### src/rtl/fft_feeder_pkg.sv
// Shared types and helpers for the FFT frame feeder: state encoding, frame-size limits
// and the complex-sample packer.
package fft_feeder_pkg;

  localparam int unsigned FRAME_LOG2_MIN = 3;
  localparam int unsigned FRAME_LOG2_MAX = 12;
  localparam int unsigned CPLX_MAX_W     = 32;

  typedef enum logic [1:0] {
    IDLE = 2'd0,
    RUN  = 2'd1,
    END  = 2'd2,
    PAD  = 2'd3
  } feeder_state_e;

  // Returns {im, re} in the low 2*out_w bits: re sign-extended from smp_w bits, im = 0.
  function automatic logic [2*CPLX_MAX_W-1:0] pack_cplx(
    input logic [CPLX_MAX_W-1:0] smp,
    input int unsigned           smp_w,
    input int unsigned           out_w
  );
    logic [CPLX_MAX_W-1:0]   re;
    logic [2*CPLX_MAX_W-1:0] mask;
    re   = CPLX_MAX_W'($signed(smp << (CPLX_MAX_W - smp_w)) >>> (CPLX_MAX_W - smp_w));
    mask = ((2*CPLX_MAX_W)'(1) << out_w) - (2*CPLX_MAX_W)'(1);
    return {CPLX_MAX_W'(0), re} & mask;
  endfunction

endpackage

### src/rtl/fft_feeder_out_reg.sv
// Single-stage valid/ready holding register between the feeder and the FFT core.
module fft_feeder_out_reg #(
  parameter int unsigned W = 32
) (
  input  logic         rd_clk,
  input  logic         rd_rst,
  input  logic         load,
  input  logic [W-1:0] load_data,
  input  logic         load_sof,
  input  logic         load_last,
  input  logic         m_tready,
  output logic [W-1:0] m_tdata,
  output logic         m_tvalid,
  output logic         m_tsof,
  output logic         m_tlast,
  output logic         accept_c
);

  assign accept_c = ~m_tvalid | m_tready;

  // load is only raised while accept_c is high, so a stalled beat is never overwritten
  always_ff @(posedge rd_clk) begin
    if (rd_rst) begin
      m_tdata  <= '0;
      m_tvalid <= 1'b0;
      m_tsof   <= 1'b0;
      m_tlast  <= 1'b0;
    end else if (load) begin
      m_tdata  <= load_data;
      m_tvalid <= 1'b1;
      m_tsof   <= load_sof;
      m_tlast  <= load_last;
    end else if (m_tready) begin
      m_tvalid <= 1'b0;
    end
  end

endmodule

### src/rtl/fft_frame_feeder.sv
// Drains the prefetch FIFO, selects one audio channel and emits fixed-length complex frames
// to the FFT core. Define FFT_FRAME_STATS_EN to add frame/underrun/pad counters.
module fft_frame_feeder
  import fft_feeder_pkg::*;
#(
  parameter int unsigned FRAME_LOG2 = 10,
  parameter int unsigned IN_W       = 32,
  parameter int unsigned SMP_W      = 16,
  parameter int unsigned OUT_W      = 16
) (
  input  logic                rd_clk,
  input  logic                rd_rst,
  input  logic                en,
  input  logic                ch_sel,
  input  logic                abort,
  input  logic [IN_W-1:0]     fifo_rd_data,
  input  logic                fifo_rd_vld,
  output logic                fifo_rd_en,
  output logic [2*OUT_W-1:0]  m_tdata,
  output logic                m_tvalid,
  input  logic                m_tready,
  output logic                m_tsof,
  output logic                m_tlast,
  output logic                busy
`ifdef FFT_FRAME_STATS_EN
  ,
  output logic [15:0]         frame_cnt,
  output logic [15:0]         underrun_cnt,
  output logic [15:0]         pad_cnt
`endif
);

  localparam int unsigned N      = 32'(1) << FRAME_LOG2;
  localparam int unsigned DATA_W = 2 * OUT_W;
  localparam logic [FRAME_LOG2-1:0] CNT_LAST = FRAME_LOG2'(N - 1);

  if (FRAME_LOG2 < FRAME_LOG2_MIN || FRAME_LOG2 > FRAME_LOG2_MAX ||
      IN_W != 2 * SMP_W || OUT_W < SMP_W || OUT_W > CPLX_MAX_W) begin : g_bad_param
    $error("fft_frame_feeder: illegal parameter set");
  end

  feeder_state_e          state;
  logic [FRAME_LOG2-1:0]  cnt;
  logic                   ch_sel_q;
  logic                   accept_c;
  logic                   pop_c;
  logic                   load_c;
  logic                   load_sof_c;
  logic                   load_last_c;
  logic [DATA_W-1:0]      load_data_c;
  logic [SMP_W-1:0]       smp_c;

  // Ready to the FIFO never looks at fifo_rd_vld, so no loop forms through the FIFO
  assign fifo_rd_en = (state == RUN) && accept_c;
  assign pop_c      = fifo_rd_en && fifo_rd_vld;
  assign busy       = (state != IDLE);
  assign smp_c      = ch_sel_q ? fifo_rd_data[IN_W-1:SMP_W] : fifo_rd_data[SMP_W-1:0];

  always_comb begin
    load_c      = 1'b0;
    load_data_c = '0;
    load_sof_c  = (cnt == '0);
    load_last_c = (cnt == CNT_LAST);
    case (state)
      RUN: begin
        load_c      = pop_c;
        load_data_c = DATA_W'(pack_cplx(CPLX_MAX_W'(smp_c), SMP_W, OUT_W));
      end
      PAD:     load_c = accept_c && (cnt != '0);
      default: ;
    endcase
  end

  // Frame sequencer; cnt is the index of the next beat to be loaded
  always_ff @(posedge rd_clk) begin
    if (rd_rst) begin
      state    <= IDLE;
      cnt      <= '0;
      ch_sel_q <= 1'b0;
    end else begin
      case (state)
        IDLE: begin
          if (en) begin
            ch_sel_q <= ch_sel;
            cnt      <= '0;
            state    <= RUN;
          end
        end
        RUN: begin
          if (pop_c) cnt <= cnt + FRAME_LOG2'(1);
          if (pop_c && cnt == CNT_LAST) begin
            state <= END;
          end else if (abort) begin
            state <= (!pop_c && cnt == '0) ? IDLE : PAD;
          end
        end
        END: begin
          if (accept_c) begin
            if (en) begin
              ch_sel_q <= ch_sel;
              state    <= RUN;
            end else begin
              state    <= IDLE;
            end
          end
        end
        PAD: begin
          // cnt wraps to 0 once the last zero beat is loaded; leave when it is taken
          if (accept_c) begin
            if (cnt == '0) state <= IDLE;
            else           cnt   <= cnt + FRAME_LOG2'(1);
          end
        end
        default: state <= IDLE;
      endcase
    end
  end

  fft_feeder_out_reg #(
    .W (DATA_W)
  ) u_out_reg (
    .rd_clk    (rd_clk),
    .rd_rst    (rd_rst),
    .load      (load_c),
    .load_data (load_data_c),
    .load_sof  (load_sof_c),
    .load_last (load_last_c),
    .m_tready  (m_tready),
    .m_tdata   (m_tdata),
    .m_tvalid  (m_tvalid),
    .m_tsof    (m_tsof),
    .m_tlast   (m_tlast),
    .accept_c  (accept_c)
  );

`ifdef FFT_FRAME_STATS_EN
  always_ff @(posedge rd_clk) begin
    if (rd_rst) begin
      frame_cnt    <= '0;
      underrun_cnt <= '0;
      pad_cnt      <= '0;
    end else begin
      if (m_tvalid && m_tready && m_tlast) frame_cnt <= frame_cnt + 16'd1;
      if (state == RUN && fifo_rd_en && !fifo_rd_vld && underrun_cnt != 16'hFFFF)
        underrun_cnt <= underrun_cnt + 16'd1;
      if (state == PAD && load_c && pad_cnt != 16'hFFFF) pad_cnt <= pad_cnt + 16'd1;
    end
  end
`endif

endmodule

### config.mk
export PLATFORM = sky130hd
export DESIGN_NAME = fft_frame_feeder
export DESIGN_NICKNAME = d
export VERILOG_FILES = /design/src/rtl/fft_feeder_pkg.sv /design/src/rtl/fft_feeder_out_reg.sv /design/src/rtl/fft_frame_feeder.sv
export SDC_FILE = /design/constraint.sdc
export NUM_CORES = 1
export LEC_CHECK = 0
export CAP_MARGIN = 0
export CORE_MARGIN = 2
export CORE_UTILIZATION = 42
export DETAILED_ROUTE_END_ITERATION = 8
export GPL_ROUTABILITY_DRIVEN = 0
export HOLD_SLACK_MARGIN = 0.05
export PLACE_DENSITY = 0.9
export SLEW_MARGIN = 20
export SYNTH_ARGS = -nofsm -noshare
export SYNTH_HDL_FRONTEND = slang
export SYNTH_SLANG_ARGS = --single-unit
### constraint.sdc
create_clock -name rd_clk -period 2.3 [get_ports rd_clk]
set_clock_uncertainty 0.1 [all_clocks]
set_input_delay 0.46 -clock rd_clk [delete_from_list [all_inputs] [get_ports rd_clk]]
set_output_delay 0.46 -clock rd_clk [all_outputs]
set_load 0.05 [all_outputs]
==> impl_metrics.prom <==
# TYPE chip_impl_metric gauge
chip_impl_info{name="run_status",value="completed"} 1
chip_impl_info{name="start_kind",value="input port"} 1
chip_impl_metric{name="multiInputGateArea",unit="um2"} 964.7
chip_impl_metric{name="cts_hold_repair.buffers",unit=""} 0
chip_impl_metric{name="grt_pass1_vias",unit=""} 1568
chip_impl_info{name="dominant_combinational_cell_family_by_area_after_synthesis",value="simple AND/OR/NAND/NOR gates"} 1
chip_impl_metric{name="compound_gate_fraction_of_synth_area",unit="%"} 16.63
chip_impl_metric{name="floorplan.initialDensity",unit="%"} 43.70
chip_impl_metric{name="post_layout_net_count",unit=""} 300
chip_impl_metric{name="firstDrtPassIters",unit=""} 4
chip_impl_metric{name="synth-async-reset-ratio",unit="%"} 0
chip_impl_info{name="ys_dominant_reg_cell",value="sky130_fd_sc_hd__dfxtp_1"} 1
chip_impl_metric{name="post_dp_cell_area",unit="mm2"} 0.002356
chip_impl_metric{name="cp_data_arrival_time",unit="ns"} 1.58
chip_impl_metric{name="maximum_number_of_pins_on_one_net_before_global_route_repair",unit=""} 33
chip_impl_metric{name="synthAdderAreaFrac",unit="%"} 1.421
chip_impl_metric{name="detailed_placer_s_ending_hpwl",unit="um"} 3034
chip_impl_metric{name="fillerInstances",unit=""} 354
chip_impl_metric{name="drive_gt1_share",unit="%"} 8.494
chip_impl_metric{name="worst-endpoint-required",unit="ns"} 1.74
chip_impl_metric{name="post_synth_num_cell_types",unit=""} 35
chip_impl_metric{name="yosysSeqAreaShare",unit="%"} 36.39
chip_impl_metric{name="first_iter_violations",unit=""} 105
chip_impl_metric{name="post_synth_mux_area_share",unit="%"} 10.23
chip_impl_metric{name="seq_area",unit="um2"} 640.6
chip_impl_metric{name="post_cts_resize_count",unit=""} 0
chip_impl_metric{name="cp_max_fo",unit=""} 4
chip_impl_metric{name="grt_first_pass_wirelength",unit="um"} 6699
chip_impl_metric{name="tritoncts.num_buffers",unit=""} 5
chip_impl_metric{name="globalRouteTotalUtil",unit="%"} 19.25
chip_impl_metric{name="final_design_area_no_fill",unit="mm2"} 0.002452
chip_impl_metric{name="antenna_found_initial",unit=""} 0
chip_impl_metric{name="synth_edf_count",unit=""} 0
chip_impl_metric{name="syn-cell-area",unit="mm2"} 0.001760
chip_impl_info{name="synth_top_cells_by_area",value="sky130_fd_sc_hd__dfxtp_1 (36%), sky130_fd_sc_hd__mux2i_1 (10%), sky130_fd_sc_hd__nand3b_1 (8.1%), sky130_fd_sc_hd__buf_4 (7.7%), sky130_fd_sc_hd__o31ai_1 (7.2%)"} 1
chip_impl_metric{name="floorplan.die.width",unit="um"} 68.74
chip_impl_metric{name="finalSetupViolations",unit=""} 0
chip_impl_metric{name="yosys.area_share.xor_xnor",unit="%"} 0
chip_impl_metric{name="synth.ff_latch_count",unit=""} 32
chip_impl_info{name="worstHoldPathType",value="reg -> reg"} 1
chip_impl_metric{name="timing_max_transition_violations_final",unit=""} 0
chip_impl_info{name="critical_path.endpoint_type",value="primary output"} 1
chip_impl_metric{name="worstMarginPinSlew",unit="ns"} 0.5458
chip_impl_metric{name="count_of_synthesis_stage_warnings_from_yosys",unit=""} 0
chip_impl_metric{name="core",unit="mm2"} 0.004029
chip_impl_metric{name="setup_ws",unit="ns"} 0.1579
chip_impl_metric{name="io_pins",unit=""} 76
chip_impl_metric{name="worstSkewPairLatency",unit="ns"} 0.28
chip_impl_metric{name="floorplan.die.height",unit="um"} 68.74
chip_impl_metric{name="synthToLayoutAreaGrowth",unit="%"} 39.30
chip_impl_metric{name="grt_overflow_total",unit=""} 0
chip_impl_metric{name="cts.path.max_buffers",unit=""} 2
chip_impl_metric{name="die_area",unit="mm2"} 0.004725
chip_impl_metric{name="row_count",unit=""} 23
chip_impl_info{name="timing_worst_setup_path_type",value="in -> out"} 1
chip_impl_metric{name="detail_route.wl_per_cell",unit="um"} 13.74
chip_impl_info{name="tritoncts",value="built"} 1
chip_impl_info{name="grt_setup_unrepaired",value="false"} 1
chip_impl_metric{name="drv_cap",unit=""} 0
chip_impl_info{name="synth.top_cells.by_count",value="sky130_fd_sc_hd__dfxtp_1 (32), sky130_fd_sc_hd__nand3b_1 (19), sky130_fd_sc_hd__buf_4 (18), sky130_fd_sc_hd__mux2i_1 (18)"} 1
chip_impl_info{name="synth_most_common_cell",value="sky130_fd_sc_hd__dfxtp_1"} 1
chip_impl_metric{name="synth_cells",unit=""} 199
chip_impl_metric{name="n_antenna_cell",unit=""} 0
chip_impl_metric{name="leakage",unit="uW"} 0.0008618
chip_impl_metric{name="pre_cts_slack",unit="ns"} -0.06636
chip_impl_info{name="cts.root.buffer_cell",value="sky130_fd_sc_hd__clkbuf_8"} 1
chip_impl_metric{name="cts-htree-levels",unit=""} 2
chip_impl_metric{name="drc",unit=""} 0
chip_impl_metric{name="remaining_antenna_violation_count",unit=""} 0
chip_impl_metric{name="min_period",unit="ns"} 2.142
chip_impl_info{name="yosys.area.top_type",value="sky130_fd_sc_hd__dfxtp_1"} 1
chip_impl_metric{name="fin_crit_sh",unit="%"} 93.14
chip_impl_metric{name="synth_simple_gate_area_share",unit="%"} 23.10
chip_impl_metric{name="post_detailed_route_via_to_cell_ratio",unit=""} 5.343
chip_impl_metric{name="syn_area_per_cell",unit="um2"} 8.846
chip_impl_metric{name="pwr_density_cell",unit="mW/mm2"} 568.9
chip_impl_metric{name="finalPower",unit="uW"} 1395
chip_impl_metric{name="cts.repair_timing.setup_buffer_count",unit=""} 0
chip_impl_metric{name="postRouteWirelength",unit="um"} 4245
chip_impl_metric{name="clock-sinks",unit=""} 32
chip_impl_metric{name="routed_vias",unit=""} 1651
chip_impl_metric{name="io_buffers",unit=""} 59
chip_impl_metric{name="synth_top_cell_area_share",unit="%"} 36.39
chip_impl_metric{name="max-vdd-ir-drop",unit="mV"} 0.3147
chip_impl_metric{name="hold_viol_final",unit=""} 0
chip_impl_metric{name="max-slew-margin-rel",unit="%"} 63.50
chip_impl_metric{name="achievable-frequency",unit="MHz"} 466.8
chip_impl_metric{name="clk_pin_slew_worst_paths",unit="ns"} 0.06
## final timing paths
check | slack, ns | from | cells past startpoint | to
max | 0.16 | m_tready | 5 | fifo_rd_en
min | 0.36 | u_out_reg.m_tlast | 2 | u_out_reg.m_tlast
max reg2reg | 0.16 | cnt[4] | 6 | u_out_reg.m_tdata[14]
min reg2reg | 0.36 | u_out_reg.m_tlast | 2 | u_out_reg.m_tlast
## cell families after synthesis
kind of cell / after synthesis
fa+ha+maj: 2
simple gates: 69
other cells: 1
mux: 18
compound gates: 42
flops: 32
buf+inv: 35
## layout make-up
type / instances / share of cell area (%)
clock buffers: 7 / 3.929
well taps: 50 / 2.551
repair buffers: 69 / 27.45
multi-input cells: 147 / 39.34
flip-flops and latches: 32 / 26.12
inverters: 4 / 0.6122
## worst max-delay path, cell delays in order
cell and delay (ns):
sky130_fd_sc_hd__clkdlybuf4s50_1 0.45, sky130_fd_sc_hd__nand2b_1 0.18, sky130_fd_sc_hd__buf_4 0.14, sky130_fd_sc_hd__and3_1 0.20, sky130_fd_sc_hd__buf_12 0.15
## power breakdown
| part | total (uW) | internal (uW) | switching [uW] |
|---|---|---|---|
| clock | 454 | 266 | 188 |
| sequential | 586 | 569 | 16.4 |
| combinational | 355 | 147 | 208 |
## layout by cell type, fill, tap and decap left out, types with 2 or more instances in the layout
| cell | count |
|---|---|
| sky130_fd_sc_hd__a21oi_1 | 6 |
| sky130_fd_sc_hd__a31oi_1 | 10 |
| sky130_fd_sc_hd__and3_1 | 3 |
| sky130_fd_sc_hd__buf_4 | 11 |
| sky130_fd_sc_hd__clkbuf_8 | 7 |
| sky130_fd_sc_hd__clkdlybuf4s50_1 | 57 |
| sky130_fd_sc_hd__conb_1 | 16 |
| sky130_fd_sc_hd__dfxtp_1 | 32 |
| sky130_fd_sc_hd__ha_1 | 2 |
| sky130_fd_sc_hd__inv_1 | 4 |
| sky130_fd_sc_hd__mux2i_1 | 18 |
| sky130_fd_sc_hd__nand2_1 | 17 |
| sky130_fd_sc_hd__nand3_1 | 9 |
| sky130_fd_sc_hd__nand3b_1 | 19 |
| sky130_fd_sc_hd__nor2_1 | 2 |
| sky130_fd_sc_hd__nor3_1 | 3 |
| sky130_fd_sc_hd__o21a_1 | 2 |
| sky130_fd_sc_hd__o21ai_0 | 3 |
| sky130_fd_sc_hd__o31ai_1 | 17 |
| sky130_fd_sc_hd__or3_1 | 5 |
| sky130_fd_sc_hd__or4_1 | 3 |
## registers in the layout, indices dropped and copies added (netlist names)
signal              cells
u_out_reg.m_tdata      16
cnt                    10
state                   2
ch_sel_q                1
u_out_reg.m_tlast       1
u_out_reg.m_tsof        1
u_out_reg.m_tvalid      1
## per-layer routing
metal  track usage, %  routed length [um]  vias to the layer above
met5                0                   0                        -
met4            7.843                  77                        0
met3            6.656                 399                        6
met2            33.05                2027                       80
met1            21.72                1740                      748
li1                 -                   -                      817
## per-stage QoR
step	util, %	hold slack (ns)	std cells	setup TNS (ns)
detailed placement	58.48	0.3524	302	-0.2747
CTS	60.87	0.3618	309	0
floorplan	-	0.3619	214	0
global route	60.87	0.3983	309	0
finish	60.87	0.3598	309	0
global placement	58.48	0.3499	302	-0.1219
Note: power is estimated with default switching activity, not from simulation.
